File: src/rtl/tinker_prog_loader.sv
// tinker_prog_loader: receives a framed byte stream (LEN_LO, LEN_HI, 4*N image
// bytes, CHK) and writes the image into data memory from BASE_ADDR upward.
// The image bytes are written little-endian, in stream order. The loader keeps
// tinker_core in reset until a full frame has loaded and its XOR checksum matches.
module tinker_prog_loader #(
    parameter logic [31:0] BASE_ADDR = 32'h0000_2000,
    parameter int unsigned MEM_SIZE  = 524288
) (
    input  logic        clk,
    input  logic        reset,
    input  logic        s_valid,
    input  logic [7:0]  s_data,
    output logic        s_ready,
    input  logic        restart,
    output logic        mem_we,
    output logic [31:0] mem_addr,
    output logic [7:0]  mem_byte,
    output logic        core_hold,
    output logic        done,
    output logic        err,
    output logic [15:0] instr_count
);

    typedef enum logic [2:0] {
        S_LEN0,
        S_LEN1,
        S_DATA,
        S_CHK,
        S_DONE,
        S_ERR
    } state_t;

    state_t      r_state;
    logic [17:0] r_count;       // byte index within the image, 0 .. 4*N-1
    logic [7:0]  r_xor;         // running XOR of image bytes
    logic [15:0] r_instr_count;
    logic        r_mem_we;
    logic [31:0] r_mem_addr;
    logic [7:0]  r_mem_byte;
    logic        r_core_hold;
    logic        r_done;
    logic        r_err;

    logic        w_accept;
    logic [15:0] w_len_n;       // full instruction count as LEN_HI arrives
    logic [32:0] w_end_addr;    // one past the last image byte, 33 bits so it cannot overflow
    logic        w_oob;
    logic [17:0] w_total;       // image length in bytes
    logic        w_last;

    // The loader is ready in every state that still expects stream bytes.
    assign s_ready  = (r_state == S_LEN0) || (r_state == S_LEN1) ||
                      (r_state == S_DATA) || (r_state == S_CHK);
    assign w_accept = s_valid && s_ready;

    assign w_len_n    = {s_data, r_instr_count[7:0]};
    assign w_end_addr = {1'b0, BASE_ADDR} + {15'd0, w_len_n, 2'b00};
    assign w_oob      = w_end_addr > 33'(MEM_SIZE);
    assign w_total    = {r_instr_count, 2'b00};
    // Only evaluated in DATA, where N >= 1, so the subtraction never underflows.
    assign w_last     = (r_count == (w_total - 18'd1));

    // Frame sequencer: handles the header, the image writes, the checksum and the final status.
    // NOTE: every register here uses non-blocking assignment, so all of them read the
    // pre-edge values of the others. Blocking assignment would make the result depend
    // on statement order.
    always_ff @(posedge clk or posedge reset) begin
        if (reset) begin
            r_state       <= S_LEN0;
            r_count       <= '0;
            r_xor         <= '0;
            r_instr_count <= '0;
            r_mem_we      <= 1'b0;
            r_mem_addr    <= '0;
            r_mem_byte    <= '0;
            r_core_hold   <= 1'b1;
            r_done        <= 1'b0;
            r_err         <= 1'b0;
        end else begin
            // The write strobe is a single-cycle pulse unless DATA accepts another byte.
            r_mem_we <= 1'b0;

            case (r_state)
                S_LEN0: begin
                    if (w_accept) begin
                        r_instr_count[7:0] <= s_data;
                        r_state            <= S_LEN1;
                    end
                end

                S_LEN1: begin
                    if (w_accept) begin
                        r_instr_count[15:8] <= s_data;
                        r_count             <= '0;
                        r_xor               <= '0;
                        if (w_len_n == 16'd0) begin
                            r_state <= S_CHK;
                        end else if (w_oob) begin
                            r_state <= S_ERR;
                            r_err   <= 1'b1;
                        end else begin
                            r_state <= S_DATA;
                        end
                    end
                end

                S_DATA: begin
                    if (w_accept) begin
                        r_mem_we   <= 1'b1;
                        r_mem_addr <= BASE_ADDR + {14'd0, r_count};
                        r_mem_byte <= s_data;
                        r_xor      <= r_xor ^ s_data;
                        r_count    <= r_count + 18'd1;
                        if (w_last) begin
                            r_state <= S_CHK;
                        end
                    end
                end

                S_CHK: begin
                    if (w_accept) begin
                        if (s_data == r_xor) begin
                            r_state     <= S_DONE;
                            r_done      <= 1'b1;
                            r_core_hold <= 1'b0;
                        end else begin
                            r_state <= S_ERR;
                            r_err   <= 1'b1;
                        end
                    end
                end

                S_DONE, S_ERR: begin
                    if (restart) begin
                        r_state       <= S_LEN0;
                        r_done        <= 1'b0;
                        r_err         <= 1'b0;
                        r_instr_count <= '0;
                        r_core_hold   <= 1'b1;
                    end
                end

                default: begin
                    r_state <= S_LEN0;
                end
            endcase
        end
    end

    assign mem_we      = r_mem_we;
    assign mem_addr    = r_mem_addr;
    assign mem_byte    = r_mem_byte;
    assign core_hold   = r_core_hold;
    assign done        = r_done;
    assign err         = r_err;
    assign instr_count = r_instr_count;

endmodule

File: config.mk
export PLATFORM = sky130hd
export DESIGN_NAME = tinker_prog_loader
export DESIGN_NICKNAME = d
export VERILOG_FILES = /design/src/rtl/tinker_prog_loader.sv
export SDC_FILE = /design/constraint.sdc
export NUM_CORES = 1
export LEC_CHECK = 0
export CELL_PAD_IN_SITES_DETAIL_PLACEMENT = 0
export CELL_PAD_IN_SITES_GLOBAL_PLACEMENT = 1
export CORE_MARGIN = 3
export CORE_UTILIZATION = 40
export CTS_CLUSTER_SIZE = 24
export DETAILED_ROUTE_END_ITERATION = 7
export PLACE_DENSITY = 0.85
export SLEW_MARGIN = 20
export SYNTH_ARGS = -nofsm -noshare
export SYNTH_HDL_FRONTEND = slang
export SYNTH_SLANG_ARGS = --single-unit
File: constraint.sdc
create_clock -name clk -period 3.3 [get_ports clk]
set_input_delay 0.825 -clock clk [delete_from_list [all_inputs] [get_ports clk]]
set_output_delay 0.825 -clock clk [all_outputs]
set_load 0.05 [all_outputs]
==> results of run 1 <==
-- power by group through the flow --
stage | logic, mW | registers (mW) | clock network [mW]
3_5_place_dp | 2.09 | 1.53 | 0
4_1_cts | 2.10 | 1.52 | 0.660
6_report | 2.08 | 1.52 | 0.642
2_1_floorplan | 1.01 | 1.97 | 0
5_1_grt | 2.24 | 1.56 | 0.700
3_3_place_gp | 2.05 | 1.52 | 0
-- final timing paths --
path                                     to  slack (ns)  depth (start not counted)
worst max-delay path                s_ready        0.63                          2
worst min-delay path            mem_addr[9]        0.47                          2
worst max register to register   r_state[0]        0.80                          8
worst min register to register  mem_addr[9]        0.47                          2
max in group asynchronous         core_hold        2.08                          3
min in group asynchronous       mem_byte[3]        0.88                          3
-- worst register-to-register path: stages, from the launching register on --
cell and delay, ns:
dfrtp_1 0.46, inv_1 0.13, ha_1 0.23, nor3b_4 0.43, nand2_2 0.19, nor4b_1 0.32
or3_1 0.15, nand4_1 0.14, o41ai_2 0.36
-- layout by cell type, fill, tap and decap left out, types with 3 or more instances in the layout --
cell type,Yosys,routed
a211oi_1,3,3
a21oi_1,3,3
a22o_1,16,16
buf_4,13,7
clkbuf_1,14,3
clkbuf_8,0,11
clkdlybuf4s50_1,0,59
conb_1,1,13
dfrtp_1,75,75
ha_1,3,3
inv_1,7,6
mux2i_1,3,3
nand2_1,92,92
nand2b_1,4,4
nand3_1,16,16
nand4_1,9,9
nor2_1,38,38
nor3_1,7,6
nor4_1,6,6
o21ai_0,29,29
xnor2_1,19,19
xor2_1,31,31
-- stage by stage --
stage          power (mW)  util, %
6_report            4.238    51.05
5_1_grt             4.501    51.05
4_1_cts             4.271    51.05
3_5_place_dp        3.614    49.21
3_3_place_gp        3.568    49.21
2_1_floorplan       2.975        -
-- area by class of cell --
| class | instances | area [um^2] | area share, % |
|---|---|---|---|
| flip-flops and latches | 76 | 1903 | 39.78 |
| multi-input cells | 319 | 1858 | 38.83 |
| repair buffers | 67 | 663.1 | 13.86 |
| clock buffers | 14 | 162.7 | 3.400 |
| well taps | 129 | 161.4 | 3.373 |
| inverters | 7 | 26.28 | 0.5492 |
| clock inverters | 2 | 10.01 | 0.2092 |
-- sequential cells by signal, indices dropped and copies added, names as in the netlist, 3 cells and up --
signal / count
r_state: 3
instr_count: 16
r_count: 18
mem_byte: 8
r_xor: 8
mem_addr: 19
-- layer usage --
| layer | track usage (%) | vias to the layer above | wire [um] |
|---|---|---|---|
| met1 | 22.09 | 1497 | 4166 |
| met4 | 3.749 | 0 | 87 |
| met5 | 0 | - | 0 |
| li1 | - | 1520 | - |
| met3 | 4.880 | 8 | 517 |
| met2 | 29.65 | 86 | 4641 |
-- logic make-up (layout without fill, tap and decap cells) --
kind of cell | Yosys count | in the layout
flip-flops | 76 | 76
AND/OR/NAND/NOR | 190 | 190
multiplexers | 3 | 3
buffers and inverters | 40 | 90
XOR/XNOR | 50 | 50
adder cells (fa/ha/maj) | 3 | 3
AO/OA/AOI/OAI | 60 | 60
other | 1 | 13
==> results.cfg, run 1 <==
[outcome]
outcome = finished, final reports clean

[power]
power_density_mw_per_mm2 = 885.7
comb_power_share_pct = 49.1
power_switching_mw = 1.995
worst_ir_drop_vdd_mv = 0.4264
leakage_nw = 2.186
swShare_pct = 47.08
pwr-share-clk_pct = 15.2
seqPwrFrac_pct = 35.8
internal_power_mw = 2.242

[layout]
layout-drive-gt1-share_pct = 6.804
stdcell_count = 614
layout.nets = 495
syn2layout_area_growth_pct = 22.02
fill_cells = 896
fin_area_mm2 = 0.004785
insertedDiodeCount = 0

[setup_path]
crit_family = buffers and inverters
startpoint_type = register
critPathMaxStageDelay_ns = 0.82
crit_arrival_ns = 1.85
startpoint = r_state[2]
r2r-start = instr_count[0]
critPathRequiredTime_ns = 2.47
worstPathCellList = inv_1, clkdlybuf4s50_1
cp_max_fo = 12
end_kind = output port
cp_slowest_cell = clkdlybuf4s50_1
crit_type = register to output port
critPathBufInv = 2

[synthesis]
synth_edf_count = 0
syn-cell-area_mm2 = 0.003921
yosys_register_bits = 76
synthAdderAreaFrac_pct = 0.9572
synth_top_family_by_area = simple AND/OR/NAND/NOR gates
yosysTopAreaCellShare_pct = 47.86
synthFlopType = dfrtp_1
yosysUniqueCellTypes = 47
synth.area.top_cells = dfrtp_1, nand2_1, xor2_1
avgSynthCellArea_um2 = 9.270
yosysTopAreaCell = dfrtp_1
yosysWarnings = 0
synth_mux_area_share_pct = 0.7658
synth_xor_area_share_pct = 11.17
async_flop_share_pct = 100.0
yosysSeqAreaShare_pct = 48.53
synth_compound_area_share_pct = 10.37
postSynthCellCount = 423
synth.most_common_cell = nand2_1
netlist_top_cells_count = nand2_1, dfrtp_1, nor2_1
synth-simple-area-share_pct = 22.75

[placed_design]
portBuffers = 59
dp_cells = 598
place_congestion = 0.8292
post-place-ws_ns = 0.4622
hpwl_um = 6804
dpl_cell_area_mm2 = 0.004612

[route]
route.vias.total = 3111
drtPass1Iterations = 4
vias_per_cell = 5.067
wire_per_inst_um = 15.33
first_iter_violations = 109
drc = 0
routed_wl_um = 9412
ant_nets = 0

[floorplanning]
pin_count = 73
die_h_um = 105.0
core.rowCount = 35
core_area_mm2 = 0.009371
start_util_pct = 41.84
die_width_um = 105.0
dieArea_mm2 = 0.01103

[timing]
report.final.hold_viol_count = 0
tightest_slew_ns = 0.6150
period_needed_ns = 2.674
fmax_mhz = 373.9
drv_slew = 0
worst_slack_ns = 0.6258
hold_slack_ns = 0.4734
rsz0062_at_grt = no
setup_tns_ns = 0
skew_ns = 0.009153
fin_crit_sh_pct = 81.04
slew_headroom_pct = 58.69
setup_viol = 0

[hold_path]
min_from = mem_addr[9]
hp-class = register to register

[clock_network]
clk_path_buf_depth = 2
clock_sinks = 76
cts_resized = 0
clk-insertion-delay-late_ns = 0.35
numCtsBuffers = 9
ctsHoldBuffers = 0
cts_setup_buffers = 0
clock-root-buffer = clkbuf_8
clkSlewWorstSetupHoldPaths_ns = 0.07
htree_num_levels = 3
cts_tree = built

[global_route]
grt_max_degree = 77
grt_use_total_pct = 17.42
antenna_found_initial = 0
grt_pass1_wl_um = 15490
grt_overflow = 0
first_global_vias = 3036

[job]
cap_violations = 0
No activity file was read; power rests on OpenSTA's default activity.
==> run 2: changes to the inputs <==
==> constraint.sdc (replaced) <==
create_clock -name clk -period 2.7 [get_ports clk]
set_input_delay 0.675 -clock clk [delete_from_list [all_inputs] [get_ports clk]]
set_output_delay 0.675 -clock clk [all_outputs]
set_load 0.05 [all_outputs]
==> results.cfg, run 2 (synthesis gave the netlist of run 1 again) <==
[global_route]
top_usage_layer = met2
first_global_vias = 3166
grt_max_degree = 77
grtUsageMet2_pct = 29.24
grt_pass1_wl_um = 15820
met1_usage_pct = 23.25
use_met3_pct = 4.694
grt_overflow = 0
antenna_found_initial = 0
grt_use_total_pct = 17.76

[timing]
slew_headroom_pct = 55.37
tightest_slew_ns = 0.6643
fmax_mhz = 400.8
period_needed_ns = 2.495
report.final.hold_viol_count = 0
drv_slew = 0
fin_crit_sh_pct = 92.42
rsz0062_at_grt = no
setup_viol = 0
setup_tns_ns = 0
skew_ns = 0.009300

[floorplanning]
core.rowCount = 35
start_util_pct = 41.84
core_area_mm2 = 0.009371
pin_count = 73
die_width_um = 105.0
die_h_um = 105.0
dieArea_mm2 = 0.01103

[placed_design]
portBuffers = 59
place_congestion = 0.8244
hpwl_um = 6808
dp_cells = 607

[layout]
final_common_cell = nand2_1
largest_register_ffs = 19
insertedDiodeCount = 0
final_cell_mix = nand2_1, dfrtp_1, clkdlybuf4s50_1
syn2layout_area_growth_pct = 25.72
layout-drive-gt1-share_pct = 8.907
layout.nets = 504
stdcell_count = 623

[route]
routed_wl_um = 9291
vias_per_cell = 5.082
wire_per_inst_um = 14.91
route.vias.total = 3166
first_iter_violations = 171
ant_nets = 0
drtPass1Iterations = 4
drc = 0

[clock_network]
cts_tree = built
cts_resized = 0
cts_setup_buffers = 0
clk_path_buf_depth = 2
clk-insertion-delay-late_ns = 0.34
ctsHoldBuffers = 0
htree_num_levels = 3
clock_sinks = 76
clock-root-buffer = clkbuf_8
numCtsBuffers = 9
clkSlewWorstSetupHoldPaths_ns = 0.08

[setup_path]
r2r_end = r_state[0]
crit_type = register to output port
critPathRequiredTime_ns = 2.03
r2r-start = instr_count[0]
crit_arrival_ns = 1.82
r2r_cells = 8
cp_max_fo = 12
rrSetupSlack_ns = 0.33
startpoint_type = register
end_kind = output port

[job]
cap_violations = 0

[power]
worst_ir_drop_vdd_mv = 0.6382
swShare_pct = 44.41
internal_power_mw = 3.055
power_switching_mw = 2.441
power_density_mw_per_mm2 = 1115
seqPwrFrac_pct = 32.5
pwr-share-clk_pct = 19.4
finalPower_mw = 5.496
leakage_nw = 2.266
comb_power_share_pct = 48.1

[hold_path]
hp-class = register to register
holdPathStages = 2
min_from = mem_addr[12]
hold_end = mem_addr[12]

[outcome]
outcome = finished, final reports clean
## run 2: cell types whose count changed in the layout (fill, tap and decap cells not counted)
cell / change
clkinv_2: -1
bufinv_16: +3
clkbuf_1: -2
buf_4: +9
## run 2: how the worst max path moves through the flow
stage | end | cells after the start | startpoint
3_5_place_dp | r_state[0] | 7 | s_data[7]
6_report | s_ready | 2 | r_state[2]
5_1_grt | r_state[0] | 8 | instr_count[0]
4_1_cts | s_ready | 2 | r_state[2]
3_3_place_gp | r_state[0] | 7 | s_data[2]
2_1_floorplan | done | 1 | reset
## run 2: routing by layer
| layer | wire length [um] | part of all wire [%] |
|---|---|---|
| met3 | 430 | 4.6 |
| met2 | 4537 | 49 |
| met4 | 53 | 0.57 |
| met1 | 4269 | 46 |
| met5 | 0 | 0 |
## run 2: cell type report
cell class                      instances  area, um^2
Multi-Input combinational cell        319        1858
Fill cell                             902        4442
Sequential cell                        76        1903
Clock buffer                           12       155.1
Tap cell                              129       161.4
Clock inverter                          4       95.09
Inverter                                7       26.28
Timing Repair Buffer                   76       730.7
## run 2: power by group through the flow
| stage | logic [mW] | clock network [mW] | registers [mW] |
|---|---|---|---|
| final | 2.64 | 1.07 | 1.78 |
| after global routing | 2.84 | 1.15 | 1.84 |
| after CTS | 2.66 | 1.10 | 1.79 |
| after detailed placement | 2.64 | 0 | 1.80 |
| after global placement | 2.61 | 0 | 1.80 |
| after floorplan | 1.23 | 0 | 2.41 |
## run 2: through the flow
stage / hold slack (ns) / setup slack [ns] / util, % / instance area [um^2]
floorplan: 0.4698 / 0.08833 / - / 3966
detailed placement: 0.4614 / 0.06023 / 49.93 / 4679
CTS: 0.4809 / 0.1810 / 52.60 / 4930
global placement: 0.4564 / 0.07345 / 49.93 / 4679
global route: 0.5085 / 0.1402 / 52.60 / 4930
finish: 0.4742 / 0.2048 / 52.60 / 4930
## run 2: worst max-delay path, stage by stage (launching register included)
cell             delay [ns]
dfrtp_1                0.50
inv_1                  0.16
clkdlybuf4s50_1        0.82
